**src/rtl/mem_stage_pkg.sv**
```systemverilog
// Shared types for the memory-access pipeline stage: bus widths, memory-op codes,
// FSM states and small op-decoding helpers.
package mem_stage_pkg;

  localparam int RegW     = 32;
  localparam int RegAddrW = 5;
  localparam int MemOpW   = 4;

  localparam logic [RegW-1:0] ZeroWord = '0;

  typedef enum logic [MemOpW-1:0] {
    MemNop = 4'd0,
    Lb     = 4'd1,
    Lh     = 4'd2,
    Lw     = 4'd3,
    Lbu    = 4'd4,
    Lhu    = 4'd5,
    Sb     = 4'd6,
    Sh     = 4'd7,
    Sw     = 4'd8
  } memop_e;

  typedef enum logic [1:0] {
    MemIdle   = 2'd0,
    MemAccess = 2'd1,
    MemDone   = 2'd2
  } state_e;

  // Unassigned op codes are treated like MemNop and pass straight through.
  function automatic logic is_mem_op(input logic [MemOpW-1:0] op);
    return op inside {Lb, Lh, Lw, Lbu, Lhu, Sb, Sh, Sw};
  endfunction

  function automatic logic is_store(input logic [MemOpW-1:0] op);
    return op inside {Sb, Sh, Sw};
  endfunction

  // Index of the final byte of the access (byte count minus one).
  function automatic logic [1:0] last_idx(input logic [MemOpW-1:0] op);
    logic [1:0] idx;
    case (op)
      Lb, Lbu, Sb: idx = 2'd0;
      Lh, Lhu, Sh: idx = 2'd1;
      default:     idx = 2'd3;
    endcase
    return idx;
  endfunction

endpackage

```
**src/rtl/mem_load_ext.sv**
```systemverilog
// Sign/zero extension of the little-endian assembly register according to the load op.
module mem_load_ext
  import mem_stage_pkg::*;
(
  input  memop_e          i_op,
  input  logic [RegW-1:0] i_asm,
  output logic [RegW-1:0] o_data
);

  // NOTE: every always_comb output gets a default first so no path can infer a latch.
  always_comb begin
    o_data = i_asm;
    case (i_op)
      Lb:      o_data = {{24{i_asm[7]}}, i_asm[7:0]};
      Lh:      o_data = {{16{i_asm[15]}}, i_asm[15:0]};
      Lbu:     o_data = {24'd0, i_asm[7:0]};
      Lhu:     o_data = {16'd0, i_asm[15:0]};
      default: ;
    endcase
  end

endmodule

```
**src/rtl/mem_stage.sv**
```systemverilog
// Memory-access pipeline stage: registers ALU results through, and performs loads and
// stores byte-serially over a request/acknowledge port, stalling the pipeline meanwhile.
module mem_stage
  import mem_stage_pkg::*;
#(
  parameter int BYTE_W = 8
) (
  input  logic                clk,
  input  logic                rst,
  input  logic                valid_i,
  output logic                ready_o,
  input  logic [RegAddrW-1:0] wd_i,
  input  logic                wreg_i,
  input  logic [RegW-1:0]     data_i,
  input  logic [MemOpW-1:0]   memop_i,
  input  logic [RegW-1:0]     store_data_i,
  output logic                valid_o,
  output logic [RegAddrW-1:0] wd_o,
  output logic                wreg_o,
  output logic [RegW-1:0]     data_o,
  output logic                stall_req_o,
  output logic                mem_req_o,
  output logic                mem_we_o,
  output logic [RegW-1:0]     mem_addr_o,
  output logic [BYTE_W-1:0]   mem_wdata_o,
  input  logic                mem_ack_i,
  input  logic [BYTE_W-1:0]   mem_rdata_i
);

  state_e              r_state, w_state_nxt;
  logic                r_valid;
  logic [RegAddrW-1:0] r_wd, r_lwd;
  logic                r_wreg, r_lwreg;
  logic [RegW-1:0]     r_data, r_base, r_sdata, r_asm;
  memop_e              r_op;
  logic [1:0]          r_last, r_k;
  logic [RegW-1:0]     w_ext;
  logic                w_accept_mem;

  assign w_accept_mem = valid_i && is_mem_op(memop_i);

  always_ff @(posedge clk or negedge rst) begin
    if (!rst) r_state <= MemIdle;
    else      r_state <= w_state_nxt;
  end

  always_comb begin
    w_state_nxt = r_state;
    case (r_state)
      MemIdle:   if (w_accept_mem) w_state_nxt = MemAccess;
      MemAccess: if (mem_ack_i && (r_k == r_last)) w_state_nxt = MemDone;
      MemDone:   w_state_nxt = MemIdle;
      default:   w_state_nxt = MemIdle;
    endcase
  end

  // NOTE: sequential state uses non-blocking assignments so every register samples pre-edge values.
  always_ff @(posedge clk or negedge rst) begin
    if (!rst) begin
      r_valid <= 1'b0;
      r_wd    <= '0;
      r_wreg  <= 1'b0;
      r_data  <= ZeroWord;
      r_base  <= ZeroWord;
      r_sdata <= ZeroWord;
      r_asm   <= ZeroWord;
      r_op    <= MemNop;
      r_lwd   <= '0;
      r_lwreg <= 1'b0;
      r_last  <= 2'd0;
      r_k     <= 2'd0;
    end else begin
      r_valid <= 1'b0;
      case (r_state)
        MemIdle: begin
          if (valid_i && !is_mem_op(memop_i)) begin
            r_valid <= 1'b1;
            r_wd    <= wd_i;
            r_wreg  <= wreg_i;
            r_data  <= data_i;
          end else if (w_accept_mem) begin
            r_base  <= data_i;
            r_sdata <= store_data_i;
            r_op    <= memop_e'(memop_i);
            r_lwd   <= wd_i;
            r_lwreg <= wreg_i;
            r_last  <= last_idx(memop_i);
            r_k     <= 2'd0;
            r_asm   <= ZeroWord;
          end
        end
        MemAccess: begin
          if (mem_ack_i) begin
            if (!is_store(r_op)) r_asm[r_k*BYTE_W +: BYTE_W] <= mem_rdata_i;
            if (r_k != r_last)   r_k <= r_k + 2'd1;
          end
        end
        MemDone: begin
          r_valid <= 1'b1;
          r_wd    <= r_lwd;
          r_wreg  <= is_store(r_op) ? 1'b0 : r_lwreg;
          r_data  <= is_store(r_op) ? ZeroWord : w_ext;
        end
        default: ;
      endcase
    end
  end

  mem_load_ext u_load_ext (
    .i_op   (r_op),
    .i_asm  (r_asm),
    .o_data (w_ext)
  );

  assign ready_o     = (r_state == MemIdle);
  assign stall_req_o = (r_state != MemIdle);
  assign mem_req_o   = (r_state == MemAccess);
  assign mem_we_o    = (r_state == MemAccess) && is_store(r_op);
  assign mem_addr_o  = r_base + {30'd0, r_k};
  assign mem_wdata_o = r_sdata[r_k*BYTE_W +: BYTE_W];

  assign valid_o = r_valid;
  assign wd_o    = r_wd;
  assign wreg_o  = r_wreg;
  assign data_o  = r_data;

endmodule
```
**config.mk**
```make
export PLATFORM = sky130hd
export DESIGN_NAME = mem_stage
export DESIGN_NICKNAME = d
export VERILOG_FILES = /design/src/rtl/mem_stage_pkg.sv /design/src/rtl/mem_load_ext.sv /design/src/rtl/mem_stage.sv
export SDC_FILE = /design/constraint.sdc
export NUM_CORES = 1
export LEC_CHECK = 0
export CORE_UTILIZATION = 55
export CTS_CLUSTER_SIZE = 24
export DETAILED_ROUTE_END_ITERATION = 10
export PLACE_DENSITY = 0.86
export SLEW_MARGIN = 10
export SYNTH_ARGS = -nofsm -noshare
export SYNTH_HDL_FRONTEND = slang
export SYNTH_HIERARCHICAL = 1
export SYNTH_SLANG_ARGS = --single-unit
```
**constraint.sdc**
```tcl
create_clock -name clk -period 4.4 [get_ports clk]
set_input_delay 0.88 -clock clk [delete_from_list [all_inputs] [get_ports clk]]
set_output_delay 0.88 -clock clk [all_outputs]
set_load 0.02 [all_outputs]
```
==> results of run 1 <==
[cell families after synthesis]
family | after synthesis | share of synthesized area, %
AOI/OAI and AO/OA | 111 | 12.8
muxes | 126 | 19.8
xor gates and xnor gates | 34 | 3.92
and+or+nand+nor | 111 | 8.41
buffers and inverters | 55 | 4.07
adders and majority gates | 7 | 1.25
DFF | 151 | 49.7
[registers in the layout (all words and copies together) (netlist names), 2 cells and up]
name     cells
data_o      32
r_asm       32
r_base      32
r_sdata     32
r_lwd        5
wd_o         5
r_op         4
r_k          2
r_last       2
r_state      2
[layer usage]
metal,part of all wire [%],wire [um]
met1,42,7660
met2,50,9110
met5,0,0
met3,6.2,1140
met4,2.5,464
[stage by stage]
| step | hold slack, ns | instances |
|---|---|---|
| 2_1_floorplan | 0.459 | 595 |
| 3_3_place_gp | 0.476 | 905 |
| 3_5_place_dp | 0.490 | 905 |
| 4_1_cts | 0.504 | 937 |
| 5_1_grt | 0.526 | 937 |
| 6_report | 0.499 | 937 |
[final cells by class]
type                    instances  area share [%]
inverters                      10           0.378
flip-flops and latches        151            38.1
clock inverters                 1          0.0504
clock buffers                  31            5.62
well taps                     176            2.22
repair buffers                179            17.9
multi-input cells             389            35.7
[cells in the mapped netlist (4+ instances only)]
master / count
o2bb2ai_1: 8
o21ai_0: 4
nand3_1: 21
ha_1: 6
a21o_1: 18
inv_1: 10
mux4_2: 8
buf_1: 4
nand2_1: 11
clkbuf_1: 11
nor3_1: 4
a21o_2: 6
and3_1: 8
mux2_2: 116
buf_6: 4
buf_2: 13
and4_1: 5
dfrtp_1: 151
nand4_1: 14
xor2_1: 10
nand2b_1: 4
nor2_1: 22
xnor2_1: 24
and2_1: 4
a22o_1: 58
buf_4: 12
[worst max path at each step]
stage	slack (ns)	start	to	depth (start not counted)
after global placement	0.88	r_k[1]$_DFFE_PN0P_	mem_addr_o[26]	8
after detailed placement	0.82	r_k[1]$_DFFE_PN0P_	mem_addr_o[30]	8
after global routing	0.19	r_k[1]$_DFFE_PN0P_	mem_addr_o[30]	8
after floorplan	0.90	r_k[1]$_DFFE_PN0P_	mem_addr_o[26]	6
after CTS	0.29	r_k[1]$_DFFE_PN0P_	mem_addr_o[30]	8
final	0.30	r_k[1]$_DFFE_PN0P_	mem_addr_o[30]	8
[cell usage in the layout, fill, tap and decap left out, drive strengths merged, types with 6 or more instances in the layout]
| master | n |
|---|---|
| clkdlybuf4s50 | 167 |
| dfrtp | 151 |
| mux2 | 117 |
| a22o | 59 |
| clkbuf | 31 |
| xnor2 | 24 |
| a21o | 24 |
| nor2 | 22 |
| nand3 | 21 |
| nand4 | 14 |
| buf | 12 |
| nand2 | 11 |
| inv | 10 |
| xor2 | 10 |
| and3 | 8 |
| mux4 | 8 |
| o2bb2ai | 8 |
| ha | 6 |
| o21ai | 6 |
[power by group]
| part | internal, mW | switching (mW) | total (mW) | leakage (nW) |
|---|---|---|---|---|
| logic | 1.73 | 1.56 | 3.29 | 2.19 |
| clock network | 0.843 | 0.520 | 1.36 | 0.278 |
| registers | 1.97 | 0.507 | 2.48 | 1.86 |
| total | 4.55 | 2.59 | 7.14 | 4.33 |
==> impl_metrics.toml, run 1 <==
[worst_setup_path]
reg2reg_to = "data_o[23]$_DFFE_PN0P_"
startpoint_type = "flop"
critPathMaxFanout = 13
ff2ff_path_depth = 5
crit_family = "buffers and inverters"
crit_path_cell_trace = "buf_4, inv_1, fa_1, nor4_2, buf_4, nand4_1, xnor2_1, clkdlybuf4s50_1"
cpMostUsedCell = "buf_4"
end_kind = "output port"
cp_num_buf_inv = 4
worstPathArrival_ns = 3.22
reg2reg_from = "r_state[0]$_DFFE_PN0P_"
worstPathRequired_ns = 3.52
crit_type = "flop to output port"
ff2ff_setup_slack_ns = 1.54
slowest_delay_ns = 0.63
slowest_stage = "clkdlybuf4s50_1"

[floorplan]
boundaryPins = 169
core-area_sq_um = 13300
std_cell_rows = 42
initial_core_util_pct = 56.9
die-area_sq_um = 14300
die_h_um = 120
chipWidth_um = 120

[logic_synthesis]
synth.distinct_cells = 55
synthTopCellsByArea = "dfrtp_1 (50%), mux2_2 (17%), a22o_1 (6.7%)"
ys_seq_area_share_pct = 49.7
synth_top_area_share_pct = 49.7
synth_seq_cells = 151
postSynthCellCount = 595
yosysTopAreaCell = "dfrtp_1"
synthesis.nets = 688
synth.avg_cell_area_sq_um = 12.8
synth_edf_count = 0
ys.warnings.count = 6
ys_async_sr_fraction_pct = 100
synth_ff_type = "dfrtp_1"
netlist_area_sq_um = 7600

[route]
drt_iter0_drc = 317
final_antenna_net_count = 0
wl_um = 18400
wl_per_cell_um = 19.6
drc_errors = 0
dr_total_vias = 5564
firstDrtPassIters = 5
avgViaCountPerCell = 5.94

[layout]
n_fill_cell = 888
fin_area_sq_um = 9930
syn_to_final_growth_pct = 30.6
final_util_pct = 74.4
layout.nets = 841
multi_input_area_sq_um = 3550
regArea_sq_um = 3780
diodes = 0
drive_above_1_share_pct = 23.9

[global_route]
grt_use_total_pct = 27.5
grt_max_degree = 108
gr-total-overflow = 0
grt_use_met3_pct = 6.75
use_met2_pct = 45.1
grt_pass1_vias = 5805
antenna_found_initial = 0
grt_use_met1_pct = 35.2
grt_pass1_wl_um = 30200
grt.busiest_layer = "met2"

[timing]
rsz0062_at_grt = "no"
setup_violations = 0
slew_violations = 0
worst_pin_slew_ns = 0.994
relSlewSlack_pct = 32.7
fmax_ghz = 0.244
fin_ws_ns = 0.298
tns_ns = 0
fin_crit_sh_pct = 93.2
skew_ns = 0.00606
final.min_clock_period_ns = 4.10
finalHoldViolations = 0

[place]
hpwl_um = 13200
globalplace.congestion = 0.831
numPortBuffers = 168
placed_cell_area_sq_um = 9360
dp_slack_ns = 0.820

[cts]
cts.sink_count = 151
cts_buffers = 17
clk_latency_ns = 0.41
cts-root-buf = "clkbuf_16"
cts_tree = "yes"
cts.clk_slew.worst_paths_ns = 0.06
htree_levels = 4
clockBufferDepth = 2
cts_setup_buffers = 0
cts_hold_buf = 0
cts.repair.resized = 0

[status]
status = "finished clean"

[power_and_ir_drop]
finalPower_mw = 7.14
p_leak_nw = 4.33
p_per_area_nw_per_um2 = 719
ir_worst_vdd_uv = 367

[min_path]
hold_path.class = "flop to flop"
min_to = "r_sdata[9]$_DFFE_PN0P_"
hp-start = "r_sdata[9]$_DFFE_PN0P_"
hold_depth = 1

[job]
maxCapViolCount = 0
Power figures use the tool's default switching activity.
==> run 2, diff against run 1 <==
CORE_MARGIN = 2   (was not set)
==> run 2 against run 1 <==
Compared with the run above: first-iteration DRC count grew 0.63%; sequential cell count did not move; combinational power barely moved; setup slack better by 0.11 ns; die area increased by 3.4%; highest routed layer unchanged; largest power group unchanged; clock power rose by 4%.
==> impl_metrics.toml, run 2 (same netlist as run 1, synthesis figures left out) <==
[place]
globalplace.congestion = 0.821
placed_cell_area_sq_um = 9360
numPortBuffers = 168
hpwl_um = 12900

[floorplan]
boundaryPins = 169
initial_core_util_pct = 56.9
die_h_um = 122
die-area_sq_um = 14800
chipWidth_um = 122
core-area_sq_um = 13300
std_cell_rows = 42

[worst_setup_path]
worstPathRequired_ns = 3.52
end_kind = "output port"
ff2ff_setup_slack_ns = 1.41
critPathMaxFanout = 13
endpoint = "mem_addr_o[30]"
cp_num_buf_inv = 4
reg2reg_to = "data_o[10]$_DFFE_PN0P_"
cpMostUsedCell = "buf_4"
slowest_stage = "clkdlybuf4s50_1"
startpoint_type = "flop"
path_depth = 8
reg2reg_from = "r_state[0]$_DFFE_PN0P_"
crit_path_cell_trace = "buf_4, inv_1, fa_1, nor4_2, buf_4, nand4_1, xnor2_1, clkdlybuf4s50_1"
ff2ff_path_depth = 5
crit_family = "buffers and inverters"
crit_start = "r_k[1]$_DFFE_PN0P_"
worstPathArrival_ns = 3.11
crit_type = "flop to output port"
slowest_delay_ns = 0.62

[global_route]
grt_pass1_wl_um = 29900
grt_use_total_pct = 26.2
grt_pass1_vias = 5741
grt_max_degree = 88
antenna_found_initial = 0
gr-total-overflow = 0

[power_and_ir_drop]
p_per_area_nw_per_um2 = 722
ir_worst_vdd_uv = 478
p_leak_nw = 4.34

[timing]
slew_violations = 0
rsz0062_at_grt = "no"
hold_ws_ns = 0.500
setup_violations = 0
tns_ns = 0
final.min_clock_period_ns = 3.99
finalHoldViolations = 0
relSlewSlack_pct = 25.8
fmax_ghz = 0.251
fin_crit_sh_pct = 90.7
worst_pin_slew_ns = 1.10
skew_ns = 0.00790

[cts]
cts_buffers = 17
cts.sink_count = 151
cts_hold_buf = 0
cts-root-buf = "clkbuf_16"
htree_levels = 4
clockBufferDepth = 2
cts_setup_buffers = 0
cts.clk_slew.worst_paths_ns = 0.06
clk_latency_ns = 0.42
cts.repair.resized = 0
cts_tree = "yes"

[route]
avgViaCountPerCell = 5.94
final_antenna_net_count = 0
drt_iter0_drc = 319
wl_per_cell_um = 19.5
firstDrtPassIters = 4
wl_um = 18300
dr_total_vias = 5560
drc_errors = 0

[min_path]
hold_path.class = "flop to flop"
hold_depth = 1

[status]
status = "finished clean"

[job]
maxCapViolCount = 0

[layout]
drive_above_1_share_pct = 24.3
layout_common_cells = "clkdlybuf4s50_1 (167), dfrtp_1 (151), mux2_2 (116)"
layout.nets = 840
fin_area_sq_um = 9940
final_common_cell = "clkdlybuf4s50_1"
syn_to_final_growth_pct = 30.8
diodes = 0
==> run 2: how the worst min path moves through the flow <==
stage | from | to | slack, ns
final | r_sdata[9]$_DFFE_PN0P_ | r_sdata[9]$_DFFE_PN0P_ | 0.50
after global routing | r_lwd[0]$_DFFE_PN0P_ | r_lwd[0]$_DFFE_PN0P_ | 0.52
after CTS | r_lwd[0]$_DFFE_PN0P_ | r_lwd[0]$_DFFE_PN0P_ | 0.51
after detailed placement | r_asm[24]$_DFFE_PN0P_ | r_asm[24]$_DFFE_PN0P_ | 0.49
after global placement | r_sdata[9]$_DFFE_PN0P_ | r_sdata[9]$_DFFE_PN0P_ | 0.47
after floorplan | r_sdata[9]$_DFFE_PN0P_ | r_sdata[9]$_DFFE_PN0P_ | 0.46
==> run 2: report_power, final <==
group | switching (mW) | internal (mW)
logic | 1.56 | 1.73
registers | 0.493 | 1.97
clock network | 0.531 | 0.888
total | 2.59 | 4.59
==> run 2: through the flow <==
| stage | std cells | util, % | worst slack (ns) | power, mW |
|---|---|---|---|---|
| floorplan | 595 | - | 0.900 | 4.45 |
| global placement | 904 | 70.1 | 0.887 | 5.63 |
| detailed placement | 904 | 70.1 | 0.830 | 5.77 |
| CTS | 936 | 74.5 | 0.391 | 7.22 |
| global route | 936 | 74.5 | 0.277 | 7.57 |
| finish | 936 | 74.5 | 0.409 | 7.18 |
==> run 2: cell type report <==
| cell class | instances | area [sq um] |
|---|---|---|
| timing repair buffer | 178 | 1770 |
| fill | 863 | 3410 |
| multi-input combinational | 389 | 3550 |
| clock inverter | 9 | 97.6 |
| inverter | 10 | 37.5 |
| tap | 176 | 220 |
| clock buffer | 23 | 488 |
| sequential | 151 | 3780 |
==> run 2: per-layer routing <==
| metal | share of wire, % | GRT usage, % |
|---|---|---|
| met1 | 42 | 33.7 |
| met2 | 48 | 42.7 |
| met3 | 6.8 | 6.41 |
| met4 | 3.2 | 11.3 |
| met5 | 0 | 0 |
==> run 2: worst register-to-register path, cell delays in order (launching register included) <==
cell	delay (ns)
dfrtp_1	0.54
nand2b_2	0.74
nor3_2	0.91
buf_4	0.40
a22o_1	0.19
mux2_2	0.15
